File: config.mk
export PLATFORM = sky130hd
export DESIGN_NAME = free_list
export DESIGN_NICKNAME = d
export VERILOG_FILES = /design/src/rtl/free_list.sv
export SDC_FILE = /design/constraint.sdc
export NUM_CORES = 2
export LEC_CHECK = 0
export CORE_ASPECT_RATIO = 2
export CORE_MARGIN = 5
export CORE_UTILIZATION = 60
export CTS_CLUSTER_SIZE = 30
export DETAILED_ROUTE_END_ITERATION = 7
export PLACE_DENSITY_LB_ADDON = 0.2
export SLEW_MARGIN = 20
export SYNTH_ARGS = -nofsm -noshare
export SYNTH_HDL_FRONTEND = slang
export SYNTH_SLANG_ARGS = --single-unit
File: constraint.sdc
create_clock -name clk -period 15.81 [get_ports clk]
set_clock_uncertainty 0.1 [all_clocks]
set_input_delay 3.162 -clock clk [delete_from_list [all_inputs] [get_ports clk]]
set_output_delay 3.162 -clock clk [all_outputs]
set_load 0.01 [all_outputs]
File: src/rtl/free_list.sv
// Free-list of shared-memory block indices: a circular index store that self-fills after reset.
// Optional FL_DOUBLE_FREE_CHECK_EN adds an allocated-block bitmap that rejects double frees.
module free_list #(
    parameter int NUM_BLOCKS = 256,
    parameter int ADDR_W     = $clog2(NUM_BLOCKS)
) (
    input  logic              clk,
    input  logic              rst_n,
    input  logic              alloc_req_i,
    output logic              alloc_gnt_o,
    output logic [ADDR_W-1:0] alloc_block_idx_o,
    input  logic              free_req_i,
    input  logic [ADDR_W-1:0] free_block_idx_i,
    output logic [ADDR_W:0]   free_count_o,
    output logic              empty_o,
    output logic              init_done_o,
    output logic              err_o
);
    localparam int                CW        = ADDR_W + 1;
    localparam logic [CW-1:0]     FULL_CNT  = CW'(NUM_BLOCKS);
    localparam logic [CW-1:0]     ZERO_CNT  = {CW{1'b0}};
    localparam logic [ADDR_W-1:0] LAST_IDX  = ADDR_W'(NUM_BLOCKS - 1);
    localparam logic [ADDR_W-1:0] ZERO_IDX  = {ADDR_W{1'b0}};

    typedef enum logic [0:0] {
        ST_INIT  = 1'b0,
        ST_READY = 1'b1
    } state_e;

    state_e            state_q, state_d;
    logic [ADDR_W-1:0] store_q [NUM_BLOCKS];
    logic [ADDR_W-1:0] head_q, head_d;
    logic [ADDR_W-1:0] tail_q, tail_d;
    logic [ADDR_W-1:0] init_cnt_q, init_cnt_d;
    logic [CW-1:0]     count_q, count_d;
    logic              err_q, err_d;
    logic              empty_q, empty_d;
    logic              init_done_q, init_done_d;
    logic              gnt_s;
    logic              free_acc_s;
    logic              dbl_free_s;
    logic              wr_en_s;
    logic [ADDR_W-1:0] wr_addr_s;
    logic [ADDR_W-1:0] wr_data_s;
`ifdef FL_DOUBLE_FREE_CHECK_EN
    logic [NUM_BLOCKS-1:0] alloc_map_q, alloc_map_d;
`endif

    // Next-state, grant and store-write control.
    always_comb begin
        state_d    = state_q;
        head_d     = head_q;
        tail_d     = tail_q;
        init_cnt_d = init_cnt_q;
        count_d    = count_q;
        err_d      = err_q;
        gnt_s      = 1'b0;
        free_acc_s = 1'b0;
        wr_en_s    = 1'b0;
        wr_addr_s  = tail_q;
        wr_data_s  = free_block_idx_i;
`ifdef FL_DOUBLE_FREE_CHECK_EN
        alloc_map_d = alloc_map_q;
        dbl_free_s  = ~alloc_map_q[free_block_idx_i];
`else
        dbl_free_s  = 1'b0;
`endif
        case (state_q)
            ST_INIT: begin
                wr_en_s    = 1'b1;
                wr_addr_s  = init_cnt_q;
                wr_data_s  = init_cnt_q;
                tail_d     = tail_q + ADDR_W'(1);
                count_d    = count_q + CW'(1);
                init_cnt_d = init_cnt_q + ADDR_W'(1);
                if (init_cnt_q == LAST_IDX) begin
                    state_d = ST_READY;
                end else begin
                    state_d = ST_INIT;
                end
                if (free_req_i) begin
                    err_d = 1'b1;
                end else begin
                    err_d = err_q;
                end
            end
            ST_READY: begin
                gnt_s = alloc_req_i & (count_q != ZERO_CNT);
                // Capacity is judged after this cycle's grant, so full+alloc+free is legal.
                if (free_req_i) begin
                    if (((count_q != FULL_CNT) || gnt_s) && !dbl_free_s) begin
                        free_acc_s = 1'b1;
                        wr_en_s    = 1'b1;
                        tail_d     = tail_q + ADDR_W'(1);
                    end else begin
                        err_d = 1'b1;
                    end
                end else begin
                    err_d = err_q;
                end
                if (gnt_s) begin
                    head_d = head_q + ADDR_W'(1);
                end else begin
                    head_d = head_q;
                end
                count_d = count_q + CW'(free_acc_s) - CW'(gnt_s);
`ifdef FL_DOUBLE_FREE_CHECK_EN
                if (free_acc_s) begin
                    alloc_map_d[free_block_idx_i] = 1'b0;
                end else begin
                    alloc_map_d = alloc_map_d;
                end
                if (gnt_s) begin
                    alloc_map_d[store_q[head_q]] = 1'b1;
                end else begin
                    alloc_map_d = alloc_map_d;
                end
`endif
            end
            default: begin
                state_d = ST_INIT;
            end
        endcase
        empty_d     = (state_d == ST_READY) && (count_d == ZERO_CNT);
        init_done_d = (state_d == ST_READY);
    end

    // Control and status registers.
    always_ff @(posedge clk or negedge rst_n) begin
        if (!rst_n) begin
            state_q     <= ST_INIT;
            head_q      <= ZERO_IDX;
            tail_q      <= ZERO_IDX;
            init_cnt_q  <= ZERO_IDX;
            count_q     <= ZERO_CNT;
            err_q       <= 1'b0;
            empty_q     <= 1'b0;
            init_done_q <= 1'b0;
        end else begin
            state_q     <= state_d;
            head_q      <= head_d;
            tail_q      <= tail_d;
            init_cnt_q  <= init_cnt_d;
            count_q     <= count_d;
            err_q       <= err_d;
            empty_q     <= empty_d;
            init_done_q <= init_done_d;
        end
    end

    // Index store; contents are rebuilt by the init sweep so it carries no reset.
    always_ff @(posedge clk) begin
        if (wr_en_s) begin
            store_q[wr_addr_s] <= wr_data_s;
        end
    end

`ifdef FL_DOUBLE_FREE_CHECK_EN
    // Allocated-block bitmap.
    always_ff @(posedge clk or negedge rst_n) begin
        if (!rst_n) begin
            alloc_map_q <= {NUM_BLOCKS{1'b0}};
        end else begin
            alloc_map_q <= alloc_map_d;
        end
    end
`endif

    assign alloc_gnt_o       = gnt_s;
    assign alloc_block_idx_o = gnt_s ? store_q[head_q] : ZERO_IDX;
    assign free_count_o      = count_q;
    assign empty_o           = empty_q;
    assign init_done_o       = init_done_q;
    assign err_o             = err_q;

endmodule

==> results.md <==
- The reported max-cap violation count is 0.
- The number of vias per cell after detailed routing is roughly 7.
- The post-CTS clock slew at the launch and capture registers of the worst setup and hold paths is 0.07 ns.
- The critical path contains buffers and inverters numbering 3 combined.
- Of the total power, the clock network draws a little over two fifths.
- The routability congestion estimate from global placement is between 0.9 and 1.
- The initial antenna violation count was 5.
- In the routed design, unresolved DRC markers number 0.
- In this run the deepest clock path goes through 4 buffers.
- The routed design has ~210000 µm of wire.
- The clock period could shrink to 9.725 ns.
- The signal on the critical path passes through buf_12, buf_12, mux4_2, a22o_1, a221oi_1, a32oi_1, a21boi_0, o32ai_1, clkdlybuf4s50_1.
- The total overflow left after global routing is 0.
- The endpoint identified for the worst register-to-register timing path is store_q[121][0].
- Setup repair after global routing left no endpoint under its margin.
- The total number of vias is 40800.
- The share of synthesized registers carrying an async set or reset is 1.727%.
- The number of synthesized flops with an enable pin is 2048.
- Clock latency on the worst-skew pair, taken at its later pin, is 0.79 ns.
- The post-synthesis to final-layout area growth is 9.348%.
- The number of violations reported at the end of detailed-routing iteration 0 is 4883.
- The logic depth of the worst path, buffers included is 9.
- Synthesis produced a netlist with a net count of just under 4000.
- For this run, the leading register cell type out of synthesis is edfxtp_1.
- The worst setup path is of the reg2out kind.
- The total of buffers placed on input and output ports is 32.
- For this design, the sink count on the clock tree is 2084.
- The filler cells instantiated in the layout total roughly 8600.
- The placeable core region is between 0.1 and 0.15 mm².
- The count of cell types in the netlist is 70.
- Counting instances, the worst hold path has a depth of 1.
- The post-cts resize count is 0.
- The number of top-level pins is 33.
- The share of total power consumed by net switching is between 10% and 20%.
- TritonCTS built the clock tree.
- Entering global routing, the biggest net connects 147 pins.
- During synthesis, Yosys emitted a total of 0 warnings.
- The source of the worst register-to-register timing path is free_count_o[7].
- The post-DP HPWL is 129200 µm.
- The cell sitting at the root of the clock tree is a clkbuf_16.
- The power share of the sequential group is 57.9%.
- The sequential element share of the synthesized area is between 70 and 80%.
- In this run the register-to-register setup slack is ~11 ns.
- The largest fanout on the critical path is 73.
- The worst setup path is launched from a flop.
- The count of final hold-check violations is 0.
- Summed over all nets, the switching power comes to 1.909 mW.
- Setup violations remaining at the end of the flow were counted as 0.
- Summing all multi-input logic gate instances after layout gives 0.01805 mm².
- The most numerous cell type found on the critical path is buf_12.
- The number of global-route vias before repair is 41710.
- The worst-case IR drop observed on VDD is around 0.080 mV.
- Dividing the detail-routed wire length by the instance count gives 36.08 µm.
- The global-route usage over all layers is around 29%.
- The number of pins with negative max-slew slack in the final report is 0.
- The run finished with clean final reports.
- The kind of end point of the critical path is an output pin.
- The synthesized area per cell is a little over 20 µm².
- The post-route fraction of the period consumed by the critical path is 61.51%.
- For this run, the detailed router's first-pass iteration total came to 5.
- For this design the ratio of total power to cell area is ~120 mW/mm².
- Cells with a size suffix above 1 make up between 20 and 25% of the layout.
- The area of the mapped netlist is just over 0.08 mm².
- Among all stages on the critical path, the largest delay is contributed by a21boi_0.
- The number of buffers added for setup after CTS is 0.
- Counting the buffers created by CTS gives around 170.
- In this design, the stage delay of the slowest critical-path cell is roughly 0.94 ns.
- The data required time at the worst endpoint is 12.55 ns.
- The register area is about 0.062 mm².
- The area enclosed by the die boundary is around 0.14 mm².
- Headroom to the max-slew limit came out at a little under a tenth.
- The first global-routing pass estimated between 300000 and 400000 µm of wire.
- The final sum of negative setup slack is 0 ns.
- The internal power of the cells totals approximately 8.4 mW.
- The worst path arrival time is between 6 and 7 ns.
- The fraction of power consumed by combinational cells is 0.1%.
- The row count is 191.
- Leaving out fill and tap cells, the most frequent cell in the layout is edfxtp_1.
- Synthesis inferred 2084 register bits.
- At the pin with the least slew margin, the transition time is approximately 1.4 ns.
- Derived from the worst setup path, the maximum achievable clock frequency is between 100 and 150 MHz.
- The count of nets after finishing is 4043.
- Synthesis produced slightly below 4000 cells.
- Measured in cells, the most critical reg-to-reg path has a length of 8.
- The worst hold path terminates at err_o.
- The leakage power is ~26 nW.
- Among cell families on the critical path, the largest total delay comes from compound AO/OA/AOI/OAI gates.
- The worst hold path begins at err_o.
- The number of H-tree levels is 4.
- The die width is 271.0 µm.
- The overall power consumption is 10.30 mW.
- The starting density of the core is 60.33%.
- In the layout the commonest cells are edfxtp_1, mux4_2, nor2_1, clkbuf_16, nand2_1.
- The worst hold-check path type is reg2reg.
- The post-detailed-route count of antenna-violating nets is 0.
- The number of buffers added to fix hold violations after cts is 0.
- The vertical extent of the die is 532.0 µm.
==> through the flow <==
step           hold WS, ns  instances  area (µm²)  utilization (%)  setup slack [ns]
2_1_floorplan       0.3833       3940       81750                -             2.350
4_1_cts             0.3694       5872       89330            65.93             6.120
3_5_place_dp        0.3443       5569       83750            61.81             6.722
3_3_place_gp        0.3474       5569       83740            61.80             6.813
5_1_grt             0.4066       5874       89370            65.96             5.920
6_report            0.3661       5883       89390            65.97             6.085
==> area by class of cell <==
cell class,instances,area share (%)
inverters,25,0.1078
clock buffers,204,5.019
flip-flops and latches,2084,69.83
well taps,1737,2.431
multi-input cells,1608,20.19
repair buffers,116,1.173
diodes,10,0.02799
clock inverters,99,1.229
==> cell usage after synthesis, types with 10 or more instances <==
cell / n / area (µm²)
mux2i_1: 128 / 1281
nand2b_1: 10 / 62.56
a221oi_1: 26 / 227.7
dfrtp_1: 36 / 900.9
o221ai_1: 18 / 157.7
a21oi_1: 53 / 265.3
edfxtp_1: 2048 / 61500
nand2_1: 164 / 615.6
mux4_2: 491 / 11060
nand3_1: 27 / 135.1
a22oi_1: 54 / 405.4
a31oi_1: 14 / 87.58
inv_1: 19 / 71.32
buf_1: 11 / 41.29
buf_2: 67 / 335.3
o21ai_0: 52 / 260.3
nor2_1: 294 / 1104
o22ai_1: 30 / 187.7
buf_6: 27 / 304.0
ha_1: 22 / 275.3
a211oi_1: 19 / 142.6
o211ai_1: 14 / 105.1
a22o_1: 19 / 166.4
clkbuf_1: 85 / 319.1
xnor2_1: 27 / 236.5
buf_4: 23 / 172.7
nor3_1: 21 / 105.1
==> cell families (layout without fill, tap and decap cells) <==
| logic type | count (synthesis) | after routing | synth area share [%] |
|---|---|---|---|
| muxes | 627 | 627 | 15.20 |
| AOI/OAI and AO/OA | 359 | 359 | 3.084 |
| buffers and inverters | 248 | 444 | 1.775 |
| adders and majority gates | 23 | 23 | 0.3612 |
| DFF | 2084 | 2084 | 76.33 |
| other | 0 | 10 | 0 |
| xor gates and xnor gates | 30 | 30 | 0.3214 |
| and+or+nand+nor | 569 | 569 | 2.926 |
==> state kept, by name (all words and copies together) (netlist names) <==
| name | count |
|---|---|
| empty_o | 1 |
| err_o | 1 |
| free_count_o | 9 |
| head_q | 8 |
| init_cnt_q | 8 |
| init_done_o | 1 |
| store_q | 2048 |
| tail_q | 8 |
==> per-layer routing <==
metal | wire, µm | global-route usage (%) | up-vias | share of wire, %
met5 | 100 | 0 | - | 0.047
met4 | 15610 | 17.01 | 4 | 7.4
met3 | 16750 | 4.589 | 588 | 7.9
met2 | 109000 | 49.74 | 2354 | 51
met1 | 70810 | 36.61 | 21420 | 33
li1 | - | - | 16430 | -
==> worst max path at each step <==
stage                startpoint              endpoint  slack [ns]
floorplan           init_done_o         store_q[0][7]        2.35
global placement    alloc_req_i  alloc_block_idx_o[3]        6.81
detailed placement  alloc_req_i  alloc_block_idx_o[3]        6.72
CTS                   head_q[0]  alloc_block_idx_o[0]        6.12
global route          head_q[0]  alloc_block_idx_o[0]        5.92
finish                head_q[0]  alloc_block_idx_o[0]        6.08
==> power by group through the flow <==
stage | sequential, mW | clock [mW] | combinational [mW]
after floorplan | 6.09 | 0 | 0.00182
after global placement | 6.09 | 0 | 0.00779
after detailed placement | 6.09 | 0 | 0.00788
after CTS | 5.97 | 4.36 | 0.00793
after global routing | 5.96 | 4.58 | 0.00852
final | 5.97 | 4.33 | 0.00786
==> worst reg2reg max path, cell delays in order, from the launching register on <==
cell	delay, ns
dfrtp_1	0.51
inv_1	0.11
ha_1	0.25
nand4_1	0.16
o21ai_0	0.40
o32ai_1	0.66
nand2_1	0.56
buf_4	0.49
nor2_1	0.78
No activity file was read; power rests on OpenSTA's default activity.
